==> src/rtl/ocp_slave_fsm_pkg.sv <==
// Shared OCP widths/encodings (same values the OCP master uses) and slave FSM types.
`ifndef OCP_CONST_VH
`define OCP_CONST_VH
`define MADDR_WIDTH   8
`define MDATA_WIDTH   16
`define SDATA_WIDTH   `MDATA_WIDTH
`define OCP_CMD_IDLE  3'b000
`define OCP_CMD_WR    3'b001
`define OCP_CMD_RD    3'b010
`define OCP_RESP_NULL 2'b00
`define OCP_RESP_DVA  2'b01
`define OCP_RESP_FAIL 2'b10
`define OCP_RESP_ERR  2'b11
`endif

package ocp_slave_fsm_pkg;

  localparam int unsigned MADDR_W = `MADDR_WIDTH;
  localparam int unsigned MDATA_W = `MDATA_WIDTH;
  localparam int unsigned CNT_W   = 3;

  localparam logic [2:0] CMD_WR = `OCP_CMD_WR;
  localparam logic [2:0] CMD_RD = `OCP_CMD_RD;

  // FAIL (2'b10) is reserved and never produced by this slave
  localparam logic [1:0] RESP_NULL = `OCP_RESP_NULL;
  localparam logic [1:0] RESP_DVA  = `OCP_RESP_DVA;
  localparam logic [1:0] RESP_ERR  = `OCP_RESP_ERR;

  typedef enum logic [1:0] {
    ST_IDLE  = 2'd0,
    ST_RWAIT = 2'd1,
    ST_RESP  = 2'd2
  } state_e;

endpackage

==> src/rtl/ocp_slave_mem.sv <==
// Word storage: one synchronous write port, one asynchronous read port, async clear.
module ocp_slave_mem #(
  parameter int unsigned DEPTH = 16,
  parameter int unsigned WIDTH = 16
) (
  input  logic                     clk,
  input  logic                     rst_n,
  input  logic                     we,
  input  logic [$clog2(DEPTH)-1:0] waddr,
  input  logic [WIDTH-1:0]         wdata,
  input  logic [$clog2(DEPTH)-1:0] raddr,
  output logic [WIDTH-1:0]         rdata
);

  logic [WIDTH-1:0] mem_q [DEPTH];

  // Storage array; reset clears every word
  always_ff @(posedge clk or negedge rst_n) begin
    if (!rst_n) begin
      for (int unsigned i = 0; i < DEPTH; i++) begin
        mem_q[i] <= '0;
      end
    end else if (we) begin
      mem_q[waddr] <= wdata;
    end
  end

  assign rdata = mem_q[raddr];

endmodule

==> src/rtl/ocp_slave_fsm.sv <==
// OCP slave: posted writes, fixed-latency reads with DVA/ERR response, clock-enable aware.
module ocp_slave_fsm
  import ocp_slave_fsm_pkg::*;
#(
  parameter int unsigned DEPTH      = 16,
  parameter int unsigned RD_LATENCY = 2
) (
  input  logic                     Clk,
  input  logic                     reset,
  input  logic                     EnableClk,
  input  logic [`MADDR_WIDTH-1:0]  MAddr,
  input  logic [2:0]               MCmd,
  input  logic [`MDATA_WIDTH-1:0]  MData,
  input  logic                     MDataValid,
  output logic                     SCmdAccept,
  output logic                     SDataAccept,
  output logic [`SDATA_WIDTH-1:0]  SData,
  output logic [1:0]               SResp,
  output logic                     wr_err
);

  localparam int unsigned IDX_W = $clog2(DEPTH);
  localparam int unsigned AW1   = MADDR_W + 1;

  state_e              state_q, state_d;
  logic [CNT_W-1:0]    cnt_q, cnt_d;
  logic                rd_err_q, rd_err_d;
  logic [MDATA_W-1:0]  rd_data_q, rd_data_d;
  logic [1:0]          sresp_q, sresp_d;
  logic [MDATA_W-1:0]  sdata_q, sdata_d;
  logic                wr_err_q, wr_err_d;

  logic                is_wr_c, is_rd_c, cmd_acc_c, addr_ok_c, mem_we_c;
  logic [MDATA_W-1:0]  mem_rdata_c;

  // Command decode and accept handshake (combinational by interface definition)
  always_comb begin
    is_wr_c   = (MCmd == CMD_WR);
    is_rd_c   = (MCmd == CMD_RD);
    cmd_acc_c = EnableClk & (state_q == ST_IDLE) & (is_rd_c | (is_wr_c & MDataValid));
    addr_ok_c = ({1'b0, MAddr} < AW1'(DEPTH));
    mem_we_c  = cmd_acc_c & is_wr_c & addr_ok_c;
  end

  assign SCmdAccept  = cmd_acc_c;
  assign SDataAccept = cmd_acc_c & is_wr_c;

  ocp_slave_mem #(
    .DEPTH (DEPTH),
    .WIDTH (MDATA_W)
  ) u_mem (
    .clk   (Clk),
    .rst_n (reset),
    .we    (mem_we_c),
    .waddr (MAddr[IDX_W-1:0]),
    .wdata (MData),
    .raddr (MAddr[IDX_W-1:0]),
    .rdata (mem_rdata_c)
  );

  // Next-state, latency counter and response/error register inputs
  always_comb begin
    state_d   = state_q;
    cnt_d     = cnt_q;
    rd_err_d  = rd_err_q;
    rd_data_d = rd_data_q;
    sresp_d   = sresp_q;
    sdata_d   = sdata_q;
    wr_err_d  = wr_err_q;
    if (EnableClk) begin
      wr_err_d = cmd_acc_c & is_wr_c & ~addr_ok_c;
      case (state_q)
        ST_IDLE: begin
          if (cmd_acc_c && is_rd_c) begin
            // read data is snapshotted at the accept edge
            rd_err_d  = ~addr_ok_c;
            rd_data_d = addr_ok_c ? mem_rdata_c : '0;
            cnt_d     = CNT_W'(RD_LATENCY - 1);
            state_d   = (RD_LATENCY == 1) ? ST_RESP : ST_RWAIT;
          end
        end
        ST_RWAIT: begin
          cnt_d = cnt_q - CNT_W'(1);
          if (cnt_q <= CNT_W'(1)) begin
            state_d = ST_RESP;
          end
        end
        ST_RESP: begin
          state_d = ST_IDLE;
        end
        default: begin
          state_d = ST_IDLE;
        end
      endcase
      sresp_d = RESP_NULL;
      sdata_d = '0;
      if (state_d == ST_RESP) begin
        sresp_d = rd_err_d ? RESP_ERR : RESP_DVA;
        sdata_d = rd_data_d;
      end
    end
  end

  // State and output registers; everything holds while EnableClk is low
  always_ff @(posedge Clk or negedge reset) begin
    if (!reset) begin
      state_q   <= ST_IDLE;
      cnt_q     <= '0;
      rd_err_q  <= 1'b0;
      rd_data_q <= '0;
      sresp_q   <= RESP_NULL;
      sdata_q   <= '0;
      wr_err_q  <= 1'b0;
    end else begin
      state_q   <= state_d;
      cnt_q     <= cnt_d;
      rd_err_q  <= rd_err_d;
      rd_data_q <= rd_data_d;
      sresp_q   <= sresp_d;
      sdata_q   <= sdata_d;
      wr_err_q  <= wr_err_d;
    end
  end

  assign SResp  = sresp_q;
  assign SData  = sdata_q;
  assign wr_err = wr_err_q;

endmodule

==> config.mk <==
export PLATFORM = sky130hd
export DESIGN_NAME = ocp_slave_fsm
export DESIGN_NICKNAME = d
export VERILOG_FILES = /design/src/rtl/ocp_slave_fsm_pkg.sv /design/src/rtl/ocp_slave_mem.sv /design/src/rtl/ocp_slave_fsm.sv
export SDC_FILE = /design/constraint.sdc
export NUM_CORES = 1
export LEC_CHECK = 0
export CAP_MARGIN = 40
export CORE_ASPECT_RATIO = 0.6
export CORE_MARGIN = 4
export CORE_UTILIZATION = 45
export CTS_BUF_LIST = sky130_fd_sc_hd__clkbuf_16
export CTS_CLUSTER_DIAMETER = 150
export DETAILED_ROUTE_END_ITERATION = 12
export GPL_TIMING_DRIVEN = 1
export SLEW_MARGIN = 20
export SYNTH_ARGS = -nofsm -noshare
export SYNTH_HDL_FRONTEND = slang
export SYNTH_SLANG_ARGS = --single-unit
export TNS_END_PERCENT = 20
==> constraint.sdc <==
create_clock -name Clk -period 2 [get_ports Clk]
set_clock_uncertainty 0.05 [all_clocks]
set_input_delay 0.3 -clock Clk [delete_from_list [all_inputs] [get_ports Clk]]
set_output_delay 0.3 -clock Clk [all_outputs]
set_load 0.05 [all_outputs]
==> impl_results.html <==
<table>
<tr><th>Metric</th><th>Value</th></tr>
<tr><th colspan="2">Outcome</th></tr>
<tr><td>Status</td><td>complete, but fails checks</td></tr>
<tr><td>Failing checks</td><td>setup timing</td></tr>
<tr><th colspan="2">Floorplanning</th></tr>
<tr><td>Site row count</td><td>48</td></tr>
<tr><td>Chip Height</td><td>approximately 140 um</td></tr>
<tr><td>Count of pins on the block boundary</td><td>52</td></tr>
<tr><td>Standard cell core area</td><td>28,900 um2</td></tr>
<tr><td>Die Area</td><td>32,500 um2</td></tr>
<tr><td>Initial Utilization</td><td>46.0%</td></tr>
<tr><td>X dimension of the die</td><td>around 230 um</td></tr>
<tr><th colspan="2">Drt</th></tr>
<tr><td>Number of antenna-violating nets in the routed design</td><td>0</td></tr>
<tr><td>Aggregate routed wire length</td><td>around 34,000 um</td></tr>
<tr><td>Via/cell ratio</td><td>5.61</td></tr>
<tr><td>Via count</td><td>slightly below 8,000</td></tr>
<tr><td>Routed wirelength normalized by instance count</td><td>24.4 um</td></tr>
<tr><td>Post-route DRC</td><td>0</td></tr>
<tr><td>First DRT Iteration DRCs</td><td>501</td></tr>
<tr><td>Number of iterations in the first detailed-routing pass</td><td>4</td></tr>
<tr><th colspan="2">Synthesis</th></tr>
<tr><td>EDFF count, synth</td><td>0</td></tr>
<tr><td>Most used flip-flop cell after synthesis</td><td>dfrtp_1</td></tr>
<tr><td>Leading post-synthesis cells by cell area</td><td>dfrtp_1 (56%), mux2_2 (20%), mux4_2 (11%), mux2i_1 (2.4%), mux2_1 (1.4%)</td></tr>
<tr><td>FFs w/ async S/R, synth</td><td>100%</td></tr>
<tr><td>Synth Area in XOR/XNOR</td><td>less than 1%</td></tr>
<tr><td>Synthesized net count</td><td>roughly 880</td></tr>
<tr><td>Post-synth top area share</td><td>55.8%</td></tr>
<tr><td>Main combinational cell family by area after synthesis</td><td>multiplexers</td></tr>
<tr><td>Number of warnings printed during yosys synthesis</td><td>0</td></tr>
<tr><td>Share of synthesized cell area in full adder, half adder and majority cells</td><td>less than 1%</td></tr>
<tr><td>Post-synthesis average cell area</td><td>between 15 and 20 um2</td></tr>
<tr><td>Portion of the post-synthesis area used by sequential elements</td><td>55.8%</td></tr>
<tr><td>Proportion of synthesized area in mux cells</td><td>a little over a third</td></tr>
<tr><td>Yosys top cell by area</td><td>dfrtp_1</td></tr>
<tr><td>Gate count of the mapped netlist</td><td>843</td></tr>
<tr><td>Compound-cell area share of the yosys netlist</td><td>approximately 2.4%</td></tr>
<tr><td>#FFs+latches synth</td><td>297</td></tr>
<tr><td>Simple-gate share of the synthesized area</td><td>3.64%</td></tr>
<tr><td>Distinct cell type count after synthesis</td><td>35</td></tr>
<tr><td>Netlist area before placement</td><td>13,300 um2</td></tr>
<tr><th colspan="2">GRT</th></tr>
<tr><td>Maximum number of pins on one net before global-route repair</td><td>67</td></tr>
<tr><td>Antenna violations before repair</td><td>0</td></tr>
<tr><td>Number of global-route vias before repair</td><td>8,575</td></tr>
<tr><td>Wire length of the first global-routing pass</td><td>52,500 um</td></tr>
<tr><td>Overall global routing resource usage</td><td>21.1%</td></tr>
<tr><td>Aggregate global routing overflow</td><td>0</td></tr>
<tr><th colspan="2">Critical path</th></tr>
<tr><td>Arrival time worst endpoint</td><td>about 1700 ps</td></tr>
<tr><td>CP max FO</td><td>4</td></tr>
<tr><td>Worst Reg-to-Reg Cells</td><td>7</td></tr>
<tr><td>Startpoint-to-endpoint class of the critical path</td><td>flop to primary output</td></tr>
<tr><td>Sort of element at the start of the critical path</td><td>flop</td></tr>
<tr><td>Worst endpoint required time</td><td>1650 ps</td></tr>
<tr><td>Type of destination of the critical path</td><td>primary output</td></tr>
<tr><th colspan="2">Layout</th></tr>
<tr><td>Non-Filler Instances</td><td>1,382</td></tr>
<tr><td>Area taken by multi-input logic gates</td><td>5710 um2</td></tr>
<tr><td>Storage cell area</td><td>7430 um2</td></tr>
<tr><td>Fill count</td><td>2,290</td></tr>
<tr><td>Inserted Diodes</td><td>0</td></tr>
<tr><td>Nets@finish</td><td>995</td></tr>
<tr><td>Fraction of final layout cells with drive strength greater than 1</td><td>49.4%</td></tr>
<tr><td>Post-route design area</td><td>16,300 um2</td></tr>
<tr><td>Area growth from synthesis to final layout</td><td>22.6%</td></tr>
<tr><th colspan="2">Min path</th></tr>
<tr><td>Classification of the worst-slack hold path</td><td>input pin to asynchronous set/reset pin</td></tr>
<tr><th colspan="2">Clocking</th></tr>
<tr><td>Clock transition at the register clock pins on the worst setup and hold paths after CTS</td><td>60 ps</td></tr>
<tr><td>Cts bufs inserted</td><td>29</td></tr>
<tr><td>Maximum buffer depth of the clock tree</td><td>3</td></tr>
<tr><td>Clock insertion delay at the later pin of the skew report</td><td>570 ps</td></tr>
<tr><td>CTS sink count</td><td>297</td></tr>
<tr><td>Clock tree from TritonCTS</td><td>yes</td></tr>
<tr><td>Clock H-tree levels</td><td>1</td></tr>
<tr><td>Clock root buffer</td><td>clkbuf_16</td></tr>
<tr><th colspan="2">STA</th></tr>
<tr><td>Worst slew pin tran</td><td>657 ps</td></tr>
<tr><td>Relative slew slack</td><td>56.0%</td></tr>
<tr><td>Fin crit share</td><td>102%</td></tr>
<tr><td>Crit path setup slack, layout</td><td>-47.5 ps</td></tr>
<tr><td>Unrepaired setup endpoints after global routing</td><td>yes</td></tr>
<tr><td>Final worst path period need</td><td>roughly 2000 ps</td></tr>
<tr><td>Finish-stage setup viols</td><td>20</td></tr>
<tr><td>Highest clock rate</td><td>488 MHz</td></tr>
<tr><td>Final Max Tran Viols</td><td>0</td></tr>
<tr><td>Number of hold violations in the final report</td><td>0</td></tr>
<tr><td>Setup TNS after final layout</td><td>-227 ps</td></tr>
<tr><th colspan="2">Run</th></tr>
<tr><td># Max-Cap Violations</td><td>0</td></tr>
<tr><th colspan="2">Placement</th></tr>
<tr><td>Placed inst area</td><td>15,100 um2</td></tr>
<tr><td>Dpl hpwl</td><td>22,300 um</td></tr>
<tr><td>Gpl congestion</td><td>0.779</td></tr>
<tr><td>Number of placed instances with taps included</td><td>1,325</td></tr>
<tr><td>Input/output buffers</td><td>51</td></tr>
<tr><th colspan="2">Power and ir drop</th></tr>
<tr><td>Static Leakage</td><td>between 7 and 8 nW</td></tr>
<tr><td>Power per cell area</td><td>approximately 760 nW/um2</td></tr>
<tr><td>Total power after layout</td><td>~12 mW</td></tr>
<tr><td>Peak supply drop</td><td>about 0.00067 V</td></tr>
</table>
## flip-flops by register name (all words and copies together), names as in the netlist
register	count
u_mem.mem_q	256
rd_data_q	16
wr_err	1
SData	16
rd_err_q	1
state_q	2
cnt_q	3
SResp	2
## metal layers
layer / global-route usage (%) / up-vias / share of wire [%] / wire [um]
met5: 0 / - / 0 / 0
met4: 3.62 / 0 / 1.4 / 482
met3: 4.40 / 41 / 6.2 / 2100
met2: 32.6 / 154 / 45 / 15200
met1: 31.6 / 4210 / 47 / 16000
li1: - / 3353 / - / -
## area by class of cell
| class | count | share of cell area [%] |
|---|---|---|
| flip-flops and latches | 297 | 45.5 |
| multi-input cells | 462 | 35.0 |
| repair buffers | 149 | 10.5 |
| clock buffers | 29 | 4.45 |
| well taps | 400 | 3.07 |
| clock inverters | 22 | 0.951 |
| inverters | 23 | 0.544 |
## critical path, stage by stage (launching register included)
cell	delay, ps
dfrtp_1	410
nor3b_4	240
buf_4	190
nand2_4	80
nand2_4	90
buf_12	130
## cells in the final DEF, fill, tap and decap left out, types with 3 or more instances in the layout
cell,Yosys,layout
nor2_1,3,3
nor2b_1,3,3
nor3_4,4,4
mux2_2,239,197
clkdlybuf4s50_1,0,26
inv_1,23,25
nand2_4,0,3
buf_12,0,36
o221ai_1,16,16
clkbuf_16,0,30
o22ai_1,17,17
o21ai_0,7,7
buf_4,12,58
buf_6,4,7
nand2_1,23,20
nand4_4,0,3
nor2_4,12,12
clkinv_1,0,8
dlygate4sd2_1,0,16
dfrtp_1,297,297
mux2_1,17,10
clkinv_2,0,6
nand3_1,4,4
mux2_4,0,49
mux4_2,64,64
mux2i_1,32,32
## logic make-up after synthesis
| group | Yosys count |
|---|---|
| flip-flops | 297 |
| multiplexers | 352 |
| AO/OA/AOI/OAI | 44 |
| XOR/XNOR | 1 |
| AND/OR/NAND/NOR | 63 |
| adder cells (fa/ha/maj) | 2 |
| buffers and inverters | 84 |
## Yosys cell counts, types with 5 or more instances
library cell,instances
nand2_1,23
mux2_2,239
mux2i_1,32
clkbuf_1,30
mux2_1,17
o221ai_1,16
dfrtp_1,297
buf_1,5
mux4_2,64
inv_1,23
nor2_4,12
buf_4,12
o21ai_0,7
buf_2,10
o22ai_1,17
## where the power goes
part | switching (mW) | internal (mW)
clock | 2.34 | 2.88
combinational | 0.646 | 0.432
sequential | 0.0675 | 6.10
total | 3.05 | 9.41
## per-stage QoR
stage	hold WS, ps	utilization, %	setup slack, ps
floorplan	-45.6	-	-144
global placement	169	52.2	-514
detailed placement	171	52.2	-509
CTS	164	55.9	-95.3
global route	174	56.4	-114
finish	158	56.4	-47.5
## final timing paths
| check | startpoint | to | slack, ps |
|---|---|---|---|
| max in group asynchronous | reset | u_mem.mem_q[164] | 980 |
| hold reg to reg | rd_data_q[5] | rd_data_q[5] | 440 |
| setup reg to reg | state_q[0] | u_mem.mem_q[120] | -20 |
| hold / removal | reset | u_mem.mem_q[227] | 160 |
| setup / recovery | state_q[0] | SCmdAccept | -50 |
| min in group Clk | MAddr[1] | rd_data_q[2] | 410 |
## timing repair
action	CTS	global route
hold endpoints to repair	205	0
hold buffers	1	0
gates cloned	0	1
endpoints found under the setup margin	201	258
pin swaps	6	4
setup buffers	3	3
gates resized for setup	60	30
No activity file was read; power rests on OpenSTA's default activity.
